## src/rtl/bomb_field_pkg.sv

```systemverilog
// rtl/bomb_field_pkg.sv - shared state type, default seed and LFSR tap table for bomb_field_gen
package bomb_field_pkg;

  localparam logic [15:0] DEFAULT_SEED = 16'hACE1;

  typedef enum logic [1:0] {IDLE, FILL, DONE} state_t;

  // XOR feedback masks, bit w-1 is the oldest stage; every entry is maximal-length
  function automatic logic [31:0] lfsr_taps(input int w);
    logic [31:0] t;
    case (w)
      8:       t = 32'h0000_00B8;
      9:       t = 32'h0000_0110;
      10:      t = 32'h0000_0240;
      11:      t = 32'h0000_0500;
      12:      t = 32'h0000_0829;
      13:      t = 32'h0000_100D;
      14:      t = 32'h0000_2015;
      15:      t = 32'h0000_6000;
      16:      t = 32'h0000_D008;
      17:      t = 32'h0001_2000;
      18:      t = 32'h0002_0400;
      19:      t = 32'h0004_0023;
      20:      t = 32'h0009_0000;
      21:      t = 32'h0014_0000;
      22:      t = 32'h0030_0000;
      23:      t = 32'h0042_0000;
      24:      t = 32'h00E1_0000;
      25:      t = 32'h0120_0000;
      26:      t = 32'h0200_0023;
      27:      t = 32'h0400_0013;
      28:      t = 32'h0900_0000;
      29:      t = 32'h1400_0000;
      30:      t = 32'h2000_0029;
      31:      t = 32'h4800_0000;
      default: t = 32'h8020_0003;
    endcase
    return t;
  endfunction

endpackage

```

## src/rtl/lfsr_fib.sv

```systemverilog
// rtl/lfsr_fib.sv - Fibonacci LFSR with seed load; an all-zero seed is replaced by the default seed
module lfsr_fib
  import bomb_field_pkg::*;
#(
  parameter int W = 16
) (
  input  logic         clk,
  input  logic         rst,
  input  logic         load,
  input  logic [W-1:0] seed_in,
  input  logic         en,
  output logic [W-1:0] q
);

  localparam logic [31:0]  TAPS32  = lfsr_taps(W);
  localparam logic [31:0]  DSEED32 = {16'h0000, DEFAULT_SEED};
  localparam logic [W-1:0] TAPS    = TAPS32[W-1:0];
  localparam logic [W-1:0] DSEED   = DSEED32[W-1:0];

  always_ff @(posedge clk) begin
    if (rst) begin
      q <= DSEED;
    end else if (load) begin
      q <= (seed_in == '0) ? DSEED : seed_in;
    end else if (en) begin
      q <= {q[W-2:0], ^(q & TAPS)};
    end
  end

endmodule

```

## src/rtl/bomb_field_gen.sv

```systemverilog
// rtl/bomb_field_gen.sv - places num_bombs distinct bombs on a GRID_W x GRID_H board from an LFSR
// Optional macro SAFE_CELL_EN adds a safe_idx cell that never receives a bomb.
module bomb_field_gen
  import bomb_field_pkg::*;
#(
  parameter int GRID_W    = 8,
  parameter int GRID_H    = 8,
  parameter int MAX_BOMBS = 63,
  parameter int LFSR_W    = 16,
  localparam int CELLS    = GRID_W * GRID_H,
  localparam int IDX_W    = $clog2(CELLS),
  localparam int CNT_W    = $clog2(MAX_BOMBS + 1)
) (
  input  logic              clk,
  input  logic              rst,
  input  logic              start,
  input  logic [CNT_W-1:0]  num_bombs,
  input  logic [LFSR_W-1:0] seed,
`ifdef SAFE_CELL_EN
  input  logic [IDX_W-1:0]  safe_idx,
`endif
  input  logic [IDX_W-1:0]  rd_idx,
  output logic              rd_bomb,
  output logic [CELLS-1:0]  bomb_map,
  output logic [CNT_W-1:0]  bomb_count,
  output logic              busy,
  output logic              done,
  output logic              err
);

  localparam int EXT   = 2 ** IDX_W;
  localparam int LIMIT = (MAX_BOMBS < CELLS - 1) ? MAX_BOMBS : CELLS - 1;
  localparam logic [IDX_W:0]   CELLS_L = CELLS[IDX_W:0];
  localparam logic [CNT_W-1:0] LIMIT_L = LIMIT[CNT_W-1:0];

  state_t            state;
  logic [CNT_W-1:0]  target;
  logic [LFSR_W-1:0] lfsr_q;
  logic [IDX_W-1:0]  cand;
  logic [EXT-1:0]    map_ext;
  logic              cand_ok, req_bad, accept, safe_bad, is_safe;

`ifdef SAFE_CELL_EN
  logic [IDX_W-1:0] safe_q;

  always_ff @(posedge clk) begin
    if (rst) begin
      safe_q <= '0;
    end else if (accept) begin
      safe_q <= safe_idx;
    end
  end

  assign safe_bad = ({1'b0, safe_idx} >= CELLS_L);
  assign is_safe  = (cand == safe_q);
`else
  assign safe_bad = 1'b0;
  assign is_safe  = 1'b0;
`endif

  // Pad the map to a power of two so any IDX_W index reads a defined 0 past CELLS
  always_comb begin
    map_ext = '0;
    map_ext[CELLS-1:0] = bomb_map;
  end

  assign cand    = lfsr_q[IDX_W-1:0];
  assign req_bad = (num_bombs > LIMIT_L) || safe_bad;
  assign accept  = (state == IDLE) && start && !req_bad;
  assign cand_ok = ({1'b0, cand} < CELLS_L) && !map_ext[cand] && !is_safe;
  assign rd_bomb = ({1'b0, rd_idx} < CELLS_L) && map_ext[rd_idx];

  if (LFSR_W > IDX_W) begin : g_lfsr_hi
    logic unused_lfsr_hi;
    assign unused_lfsr_hi = ^lfsr_q[LFSR_W-1:IDX_W];
  end

  lfsr_fib #(.W(LFSR_W)) u_lfsr (
    .clk     (clk),
    .rst     (rst),
    .load    (accept),
    .seed_in (seed),
    .en      (state == FILL),
    .q       (lfsr_q)
  );

  always_ff @(posedge clk) begin
    if (rst) begin
      state      <= IDLE;
      target     <= '0;
      bomb_map   <= '0;
      bomb_count <= '0;
      busy       <= 1'b0;
      done       <= 1'b0;
      err        <= 1'b0;
    end else begin
      done <= 1'b0;
      err  <= 1'b0;
      case (state)
        IDLE: begin
          if (start) begin
            if (req_bad) begin
              err <= 1'b1;
            end else begin
              target     <= num_bombs;
              bomb_map   <= '0;
              bomb_count <= '0;
              busy       <= 1'b1;
              state      <= FILL;
            end
          end
        end
        FILL: begin
          if (bomb_count == target) begin
            state <= DONE;
            busy  <= 1'b0;
            done  <= 1'b1;
          end else if (cand_ok) begin
            bomb_map[cand] <= 1'b1;
            bomb_count     <= bomb_count + CNT_W'(1);
          end
        end
        DONE:    state <= IDLE;
        default: state <= IDLE;
      endcase
    end
  end

endmodule

```

## config.mk

```make
export PLATFORM = sky130hd
export DESIGN_NAME = bomb_field_gen
export DESIGN_NICKNAME = d
export VERILOG_FILES = /design/src/rtl/bomb_field_pkg.sv /design/src/rtl/lfsr_fib.sv /design/src/rtl/bomb_field_gen.sv
export SDC_FILE = /design/constraint.sdc
export NUM_CORES = 1
export LEC_CHECK = 0
export ABC_CLOCK_PERIOD_IN_PS = 3900
export CAP_MARGIN = 20
export CORE_ASPECT_RATIO = 1.75
export CORE_UTILIZATION = 55
export DETAILED_ROUTE_END_ITERATION = 8
export PLACE_DENSITY_LB_ADDON = 0.15
export SLEW_MARGIN = 40
export SYNTH_ARGS = -nofsm -noshare
export SYNTH_HDL_FRONTEND = slang
export SYNTH_SLANG_ARGS = --single-unit
```

## constraint.sdc

```tcl
create_clock -name clk -period 3.9 [get_ports clk]
set_input_delay 0.39 -clock clk [delete_from_list [all_inputs] [get_ports clk]]
set_output_delay 0.39 -clock clk [all_outputs]
set_load 0.01 [all_outputs]
```

==> impl_metrics.yaml, run 1 <==
clocking:
  cts.repair.resized: 0
  ctsHtreeMaxLevel: 3
  cts_max_path_buffers: 2
  clk_sinks: 97
  cts_hold_buf: 0
  clkLatencyLatePin_ps: 350
  cts_tree: "built"
  worst_path_clk_slew_ps: 70
  post_cts_buffers: 0
  clock_tree_root_driver_cell: "sky130_fd_sc_hd__clkbuf_16"
  tritoncts.num_buffers: 9
global_route:
  grt_max_degree: 40
  globalRouteOverflowTotal: 0
  grt_use_total_pct: 30.9
  grt_pass1_vias: 4429
  antenna_found_initial: 0
  grt_pass1_wl_um: 21800
power_and_ir_drop:
  worst_vdd_rail_ir_drop_mv: 0.456
  power.clock.fraction_pct: 36.5
  switching_fraction_pct: 29.6
  p_int_mw: 1.63
  cellPowerDensity_nw_per_um2: 368
  seqPwrFrac_pct: 46.8
  portion_of_total_power_attributed_to_combinational_logic_pct: 16.7
  total_switching_power_uw: 685
  p_leak_nw: 2.26
final_layout:
  net_count_of_the_finished_layout: 628
  post_route_cells_drive_above_1_share_pct: 17.5
  areaGrowthSynthToFinish_pct: 27.8
  fin_area_um2: 6290
  layout.filler_cells: 705
  final_cell_count_no_fill: 718
  antenna_cells: 0
routing:
  wl_um: 13800
  dr.pass1.iters: 5
  ant_nets: 0
  detail_route.vias_per_cell: 6.43
  drt_iter0_drc: 381
  vias: 4619
  routed_wl_per_cell_um: 19.2
  drc: 0
sta:
  setup-violations-final: 0
  min_period_over_period_pct: 88.1
  tightestPinTransition_ps: 712
  finClkSkew_ps: 7.35
  timing.final.max_slew_violations: 0
  hold_viol: 0
  grt_setup_unrepaired: "false"
  timing.max_slew.rel_slack_pct: 52.5
  totalNegativeSetupSlack_ps: 0
  timing.final.crit_period_ps: 3430
  max_freq_mhz: 291
placed_design:
  cells_after_dpl: 702
  dp.final_hpwl_um: 9920
  placer_s_final_routability_congestion_estimate: 0.855
  placement.io_buffers: 104
  post_detailed_placement_cell_area_um2: 6010
yosys:
  synthCells: 514
  synth.top_cells.by_count: "sky130_fd_sc_hd__nand2_1, sky130_fd_sc_hd__dfxtp_1, sky130_fd_sc_hd__o21ai_2"
  postSynth.asyncResetShare_pct: 0
  synth_seq_area_share_pct: 39.4
  synth.top_cells.by_area: "sky130_fd_sc_hd__dfxtp_1, sky130_fd_sc_hd__mux4_2, sky130_fd_sc_hd__nand2_1, sky130_fd_sc_hd__o21ai_2, sky130_fd_sc_hd__a32o_1"
  synth.ff_latch_count: 97
  post_synthesis_cell_area_um2: 4920
  synth_area_per_cell_um2: 9.58
  synthesis.nets: 546
  synth.largest_area_cell: "sky130_fd_sc_hd__dfxtp_1"
  post-synth-top-area-fraction_pct: 39.4
  synth-warning-count: 0
  synth_most_common_cell: "sky130_fd_sc_hd__nand2_1"
  synth_edf_count: 0
  ys_dominant_reg_cell: "sky130_fd_sc_hd__dfxtp_1"
  synth_cell_types: 60
critical_path:
  critPathArrivalTime_ps: 3040
  setup.worst_path.class: "input pin to output port"
  slowest_delay_ps: 510
  timing.critical_path.slowest_stage_cell: "sky130_fd_sc_hd__clkdlybuf4s50_1"
  cpLargestDelayFamily: "multiplexers"
  path_max_fanout: 16
  end_kind: "output port"
  worst-path-buf-inv: 3
  crit_path_frequent_cell: "sky130_fd_sc_hd__mux4_2"
  timing.critical_path.cells: "clkdlybuf4s50_1 > buf_12 > mux4_2 > mux4_2 > mux4_2 > clkdlybuf4s50_1"
  cp_data_required_time_ps: 3510
  origin_of_the_critical_flop_to_flop_path: "u_lfsr.q[1]$_SDFFE_PP0P_"
  setup.worst_path.start: "rd_idx[0]"
  timing.critical_path.from_type: "input pin"
  worst-r2r-setup-slack_ps: 700
floorplanning:
  placement_rows: 45
  chipHeight_um: 127
  start_util_pct: 56.8
  ios: 105
  die_width_um: 73.5
  floorplan.die_area_um2: 9350
  core_area_um2: 8670
run:
  max_cap_violations: 0
hold_path:
  min-delay-start: "u_lfsr.q[8]$_SDFFE_PP0P_"
  classification_of_the_worst_slack_hold_path: "flop to flop"
status:
  status: "completed"
==> worst register-to-register path: cells and delay by family, from the launching register on <==
family                 cells  cell delay [ps]
AO/OA/AOI/OAI              4             1110
buffers and inverters      1              260
flip-flops                 1              780
AND/OR/NAND/NOR            3              990
==> cell families (layout without fill, tap and decap cells) <==
| family | count (synthesis) | count (layout) | synth area share (%) |
|---|---|---|---|
| AOI/OAI and AO/OA | 133 | 133 | 21.8 |
| xor gates and xnor gates | 9 | 9 | 1.60 |
| adders and majority gates | 1 | 1 | 0.254 |
| buffers and inverters | 59 | 146 | 5.84 |
| DFF | 97 | 97 | 39.4 |
| muxes | 34 | 34 | 13.6 |
| other | 1 | 1 | 0.0761 |
| and+or+nand+nor | 180 | 180 | 17.4 |
==> routing by layer <==
layer / track usage [%] / vias to the layer above / share of wire [%]
met3: 4.18 / 67 / 5.9
met1: 33.4 / 2231 / 35
met5: 0 / - / 0
li1: - / 2071 / -
met2: 54.0 / 250 / 53
met4: 21.7 / 0 / 5.9
==> power by group through the flow <==
stage          Sequential, mW  Combinational, mW  Clock [mW]
2_1_floorplan            1.07              0.295           0
3_3_place_gp             1.10              0.374           0
3_5_place_dp             1.10              0.381           0
4_1_cts                  1.08              0.384       0.854
5_1_grt                  1.09              0.421       0.890
6_report                 1.08              0.388       0.845
==> registers in the layout, indices dropped and copies added (netlist names) <==
| name | cells |
|---|---|
| busy | 1 |
| done | 1 |
| err | 1 |
| bomb_map | 64 |
| u_lfsr.q | 16 |
| state | 2 |
| target | 6 |
| bomb_count | 6 |
==> layout by cell type, fill, tap and decap left out, drive strengths merged, types with 7 or more instances in the layout <==
cell and instances:
clkdlybuf4s50 104, nand2 101, dfxtp 97, o21ai 49
mux4 26, a32o 24, nor2 22, a221oi 17
buf 16, a21oi 15, inv 11, nor4 10
clkbuf 10, nand3 8, a22o 7
==> cell type report <==
| cell class | instances | area [um2] | area share, % |
|---|---|---|---|
| clock buffers | 10 | 239 | 3.80 |
| clock inverters | 6 | 42.5 | 0.676 |
| inverters | 10 | 37.5 | 0.596 |
| multi-input cells | 358 | 2710 | 43.1 |
| flip-flops and latches | 97 | 1940 | 30.9 |
| well taps | 117 | 146 | 2.33 |
| repair buffers | 120 | 1170 | 18.6 |
==> path summary, 6_finish.rpt <==
check,cells after the start,end
max,6,rd_bomb
min,2,u_lfsr.q[8]$_SDFFE_PP0P_
max reg2reg,8,bomb_map[56]$_SDFFE_PP0P_
min reg2reg,2,u_lfsr.q[8]$_SDFFE_PP0P_
==> per-stage QoR <==
| stage | hold slack, ps | setup WS, ps | power [mW] | utilization, % |
|---|---|---|---|---|
| final | 464 | 465 | 2.32 | 72.6 |
| after global routing | 488 | 412 | 2.40 | 72.6 |
| after CTS | 469 | 461 | 2.32 | 72.5 |
| after detailed placement | 460 | 456 | 1.48 | 69.3 |
| after global placement | 447 | 473 | 1.47 | 69.2 |
| after floorplan | 437 | 1120 | 1.36 | - |
Note: power is estimated with default switching activity, not from simulation.
==> run 2, diff against run 1 <==
--- a/config.mk
+++ b/config.mk
@@ -15,3 +15,4 @@
 export SYNTH_ARGS = -nofsm -noshare
 export SYNTH_HDL_FRONTEND = slang
+export SYNTH_HIERARCHICAL = 1
 export SYNTH_SLANG_ARGS = --single-unit
==> constraint.sdc (replaced) <==
create_clock -name clk -period 3.9 [get_ports clk]
set_input_delay 0.585 -clock clk [delete_from_list [all_inputs] [get_ports clk]]
set_output_delay 0.585 -clock clk [all_outputs]
set_load 0.01 [all_outputs]
==> run 2 against run 1 <==
  * Cell count down 1.4%
  * Hold slack better by 10 ps
  * Synthesized area fell by 3.0%
  * Maximum frequency is 5.8% lower
  * Power rose by 7.1%
  * Die area decreased by 2.9%
  * Clock skew hardly changed
  * Critical endpoint unchanged
  * Largest cell class unchanged
==> impl_metrics.yaml, run 2 <==
sta:
  grt_setup_unrepaired: "false"
  totalNegativeSetupSlack_ps: 0
  setup-violations-final: 0
  timing.final.crit_period_ps: 3650
  timing.max_slew.rel_slack_pct: 41.6
  tightestPinTransition_ps: 873
  timing.final.max_slew_violations: 0
  hold_viol: 0
  finClkSkew_ps: 7.16
  max_freq_mhz: 274
  min_period_over_period_pct: 93.5
global_route:
  grt_pass1_wl_um: 23400
  globalRouteOverflowTotal: 0
  grt_pass1_vias: 4430
  grt_use_total_pct: 33.9
  antenna_found_initial: 0
  grt_max_degree: 41
floorplanning:
  floorplan.die_area_um2: 9080
  chipHeight_um: 125
  ios: 105
  die_width_um: 72.5
  core_area_um2: 8370
  placement_rows: 44
  start_util_pct: 57.1
yosys:
  synth_seq_area_share_pct: 40.6
  ys_dominant_reg_cell: "sky130_fd_sc_hd__dfxtp_1"
  synth_cell_types: 49
  synth.ff_latch_count: 97
  synth.top_cells.by_area: "sky130_fd_sc_hd__dfxtp_1, sky130_fd_sc_hd__mux4_2, sky130_fd_sc_hd__mux2i_1, sky130_fd_sc_hd__nand2_1, sky130_fd_sc_hd__o21ai_0"
  synthCells: 495
  largest_family_of_logic_cells_by_synthesized_area: "compound AO/OA/AOI/OAI gates"
  synth_compound_gate_area_share_pct: 19.1
  post_synth_fa_ha_maj_area_fraction_pct: 0.262
  synth-warning-count: 6
  post_synthesis_cell_area_um2: 4780
  synthesis.nets: 527
  postSynth.asyncResetShare_pct: 0
  synth_mux_area_share_pct: 16.8
  synth_simple_gate_area_share_pct: 17.4
  synth.top_cells.by_count: "sky130_fd_sc_hd__dfxtp_1, sky130_fd_sc_hd__nand2_1, sky130_fd_sc_hd__o21ai_0"
  post-synth-top-area-fraction_pct: 40.6
  share_of_the_synthesized_netlist_area_taken_by_xor_and_xnor_gates_pct: 1.65
  synth_area_per_cell_um2: 9.65
  synth_most_common_cell: "sky130_fd_sc_hd__dfxtp_1"
  synth.largest_area_cell: "sky130_fd_sc_hd__dfxtp_1"
  synth_edf_count: 0
power_and_ir_drop:
  worst_vdd_rail_ir_drop_mv: 0.350
  total_power_mw: 2.48
  cellPowerDensity_nw_per_um2: 395
  p_leak_nw: 2.11
critical_path:
  cp_data_required_time_ps: 3310
  worst-r2r-setup-slack_ps: 330
  end_kind: "output port"
  path_max_fanout: 16
  critPathArrivalTime_ps: 3060
  timing.critical_path.from_type: "input pin"
  setup.worst_path.class: "input pin to output port"
routing:
  vias: 4524
  detail_route.vias_per_cell: 6.39
  dr.pass1.iters: 5
  drt_iter0_drc: 407
  wl_um: 14700
  drc: 0
  ant_nets: 0
  routed_wl_per_cell_um: 20.7
placed_design:
  dp.final_hpwl_um: 10700
  placement.io_buffers: 104
  cells_after_dpl: 692
  placer_s_final_routability_congestion_estimate: 0.974
clocking:
  clkLatencyLatePin_ps: 350
  cts_hold_buf: 0
  worst_path_clk_slew_ps: 70
  clk_sinks: 97
  tritoncts.num_buffers: 9
  ctsHtreeMaxLevel: 3
  cts_tree: "built"
  clock_tree_root_driver_cell: "sky130_fd_sc_hd__clkbuf_16"
  cts_max_path_buffers: 2
status:
  status: "completed"
run:
  max_cap_violations: 0
final_layout:
  antenna_cells: 0
  layout.cells.most_common_list: "sky130_fd_sc_hd__clkdlybuf4s50_1, sky130_fd_sc_hd__dfxtp_1, sky130_fd_sc_hd__nand2_1"
  areaGrowthSynthToFinish_pct: 31.3
  final_cell_count_no_fill: 708
  final_util_pct: 75.0
  largest_reg_flops: 64
  post_route_cells_drive_above_1_share_pct: 12.0
  net_count_of_the_finished_layout: 621
  biggestRegsByFlops: "bomb_map: 64 flops, u_lfsr/q: 16 flops"
  largest_register: "bomb_map"
  layout_commonest_cell: "sky130_fd_sc_hd__clkdlybuf4s50_1"
hold_path:
  classification_of_the_worst_slack_hold_path: "flop to flop"
## run 2: stage by stage
stage | area (um2) | hold WS [ps] | setup WS [ps]
detailed placement | 5910 | 464 | 14.7
CTS | 6240 | 474 | 16.2
finish | 6270 | 474 | 255
global placement | 5910 | 464 | 26.5
floorplan | 4780 | 450 | 290
global route | 6270 | 503 | 210
## run 2: routing by layer
layer	vias up	GRT usage (%)	part of all wire, %
li1	2050	-	-
met1	2191	40.3	38
met2	224	57.1	52
met3	59	6.20	5.9
met4	0	17.3	4.4
met5	-	0	0
## run 2: cell families after synthesis
group	after synthesis
AO/OA/AOI/OAI	137
XOR/XNOR	9
adder cells (fa/ha/maj)	1
buffers and inverters	38
flip-flops	97
multiplexers	53
other	1
AND/OR/NAND/NOR	159
## run 2: report_power, final
part / total (mW) / switching [mW] / internal [mW]
clock network: 0.961 / 0.367 / 0.594
logic: 0.443 / 0.259 / 0.185
registers: 1.08 / 0.0505 / 1.03
total: 2.48 / 0.676 / 1.80
## run 2: cell type report
class	count	area, um2
Clock buffer	11	253
Clock inverter	4	76.3
Fill cell	648	2100
Inverter	4	15.0
Multi-Input combinational cell	360	2660
Sequential cell	97	1940
Tap cell	115	144
Timing Repair Buffer	117	1180
## run 2: final timing paths
path	start	depth (start not counted)	endpoint
max	rd_idx[1]	6	rd_bomb
min	target[4]$_SDFFE_PP0P_	2	target[4]$_SDFFE_PP0P_
max reg2reg	u_lfsr/q[0]$_SDFFE_PP1P_	7	bomb_map[14]$_SDFFE_PP0P_
min reg2reg	target[4]$_SDFFE_PP0P_	2	target[4]$_SDFFE_PP0P_
## run 2: repair_timing
| item | CTS | global route |
|---|---|---|
| gates resized for setup | 0 | 1 |
| endpoints found under the setup margin | 0 | 1 |
| setup buffers | 0 | 0 |
## run 2: worst max-delay path, cell delays in order
cell                              delay (ps)
sky130_fd_sc_hd__clkdlybuf4s50_1         510
sky130_fd_sc_hd__buf_12                  170
sky130_fd_sc_hd__mux4_2                  290
sky130_fd_sc_hd__mux4_2                  500
sky130_fd_sc_hd__mux4_2                  510
sky130_fd_sc_hd__clkdlybuf4s50_1         500
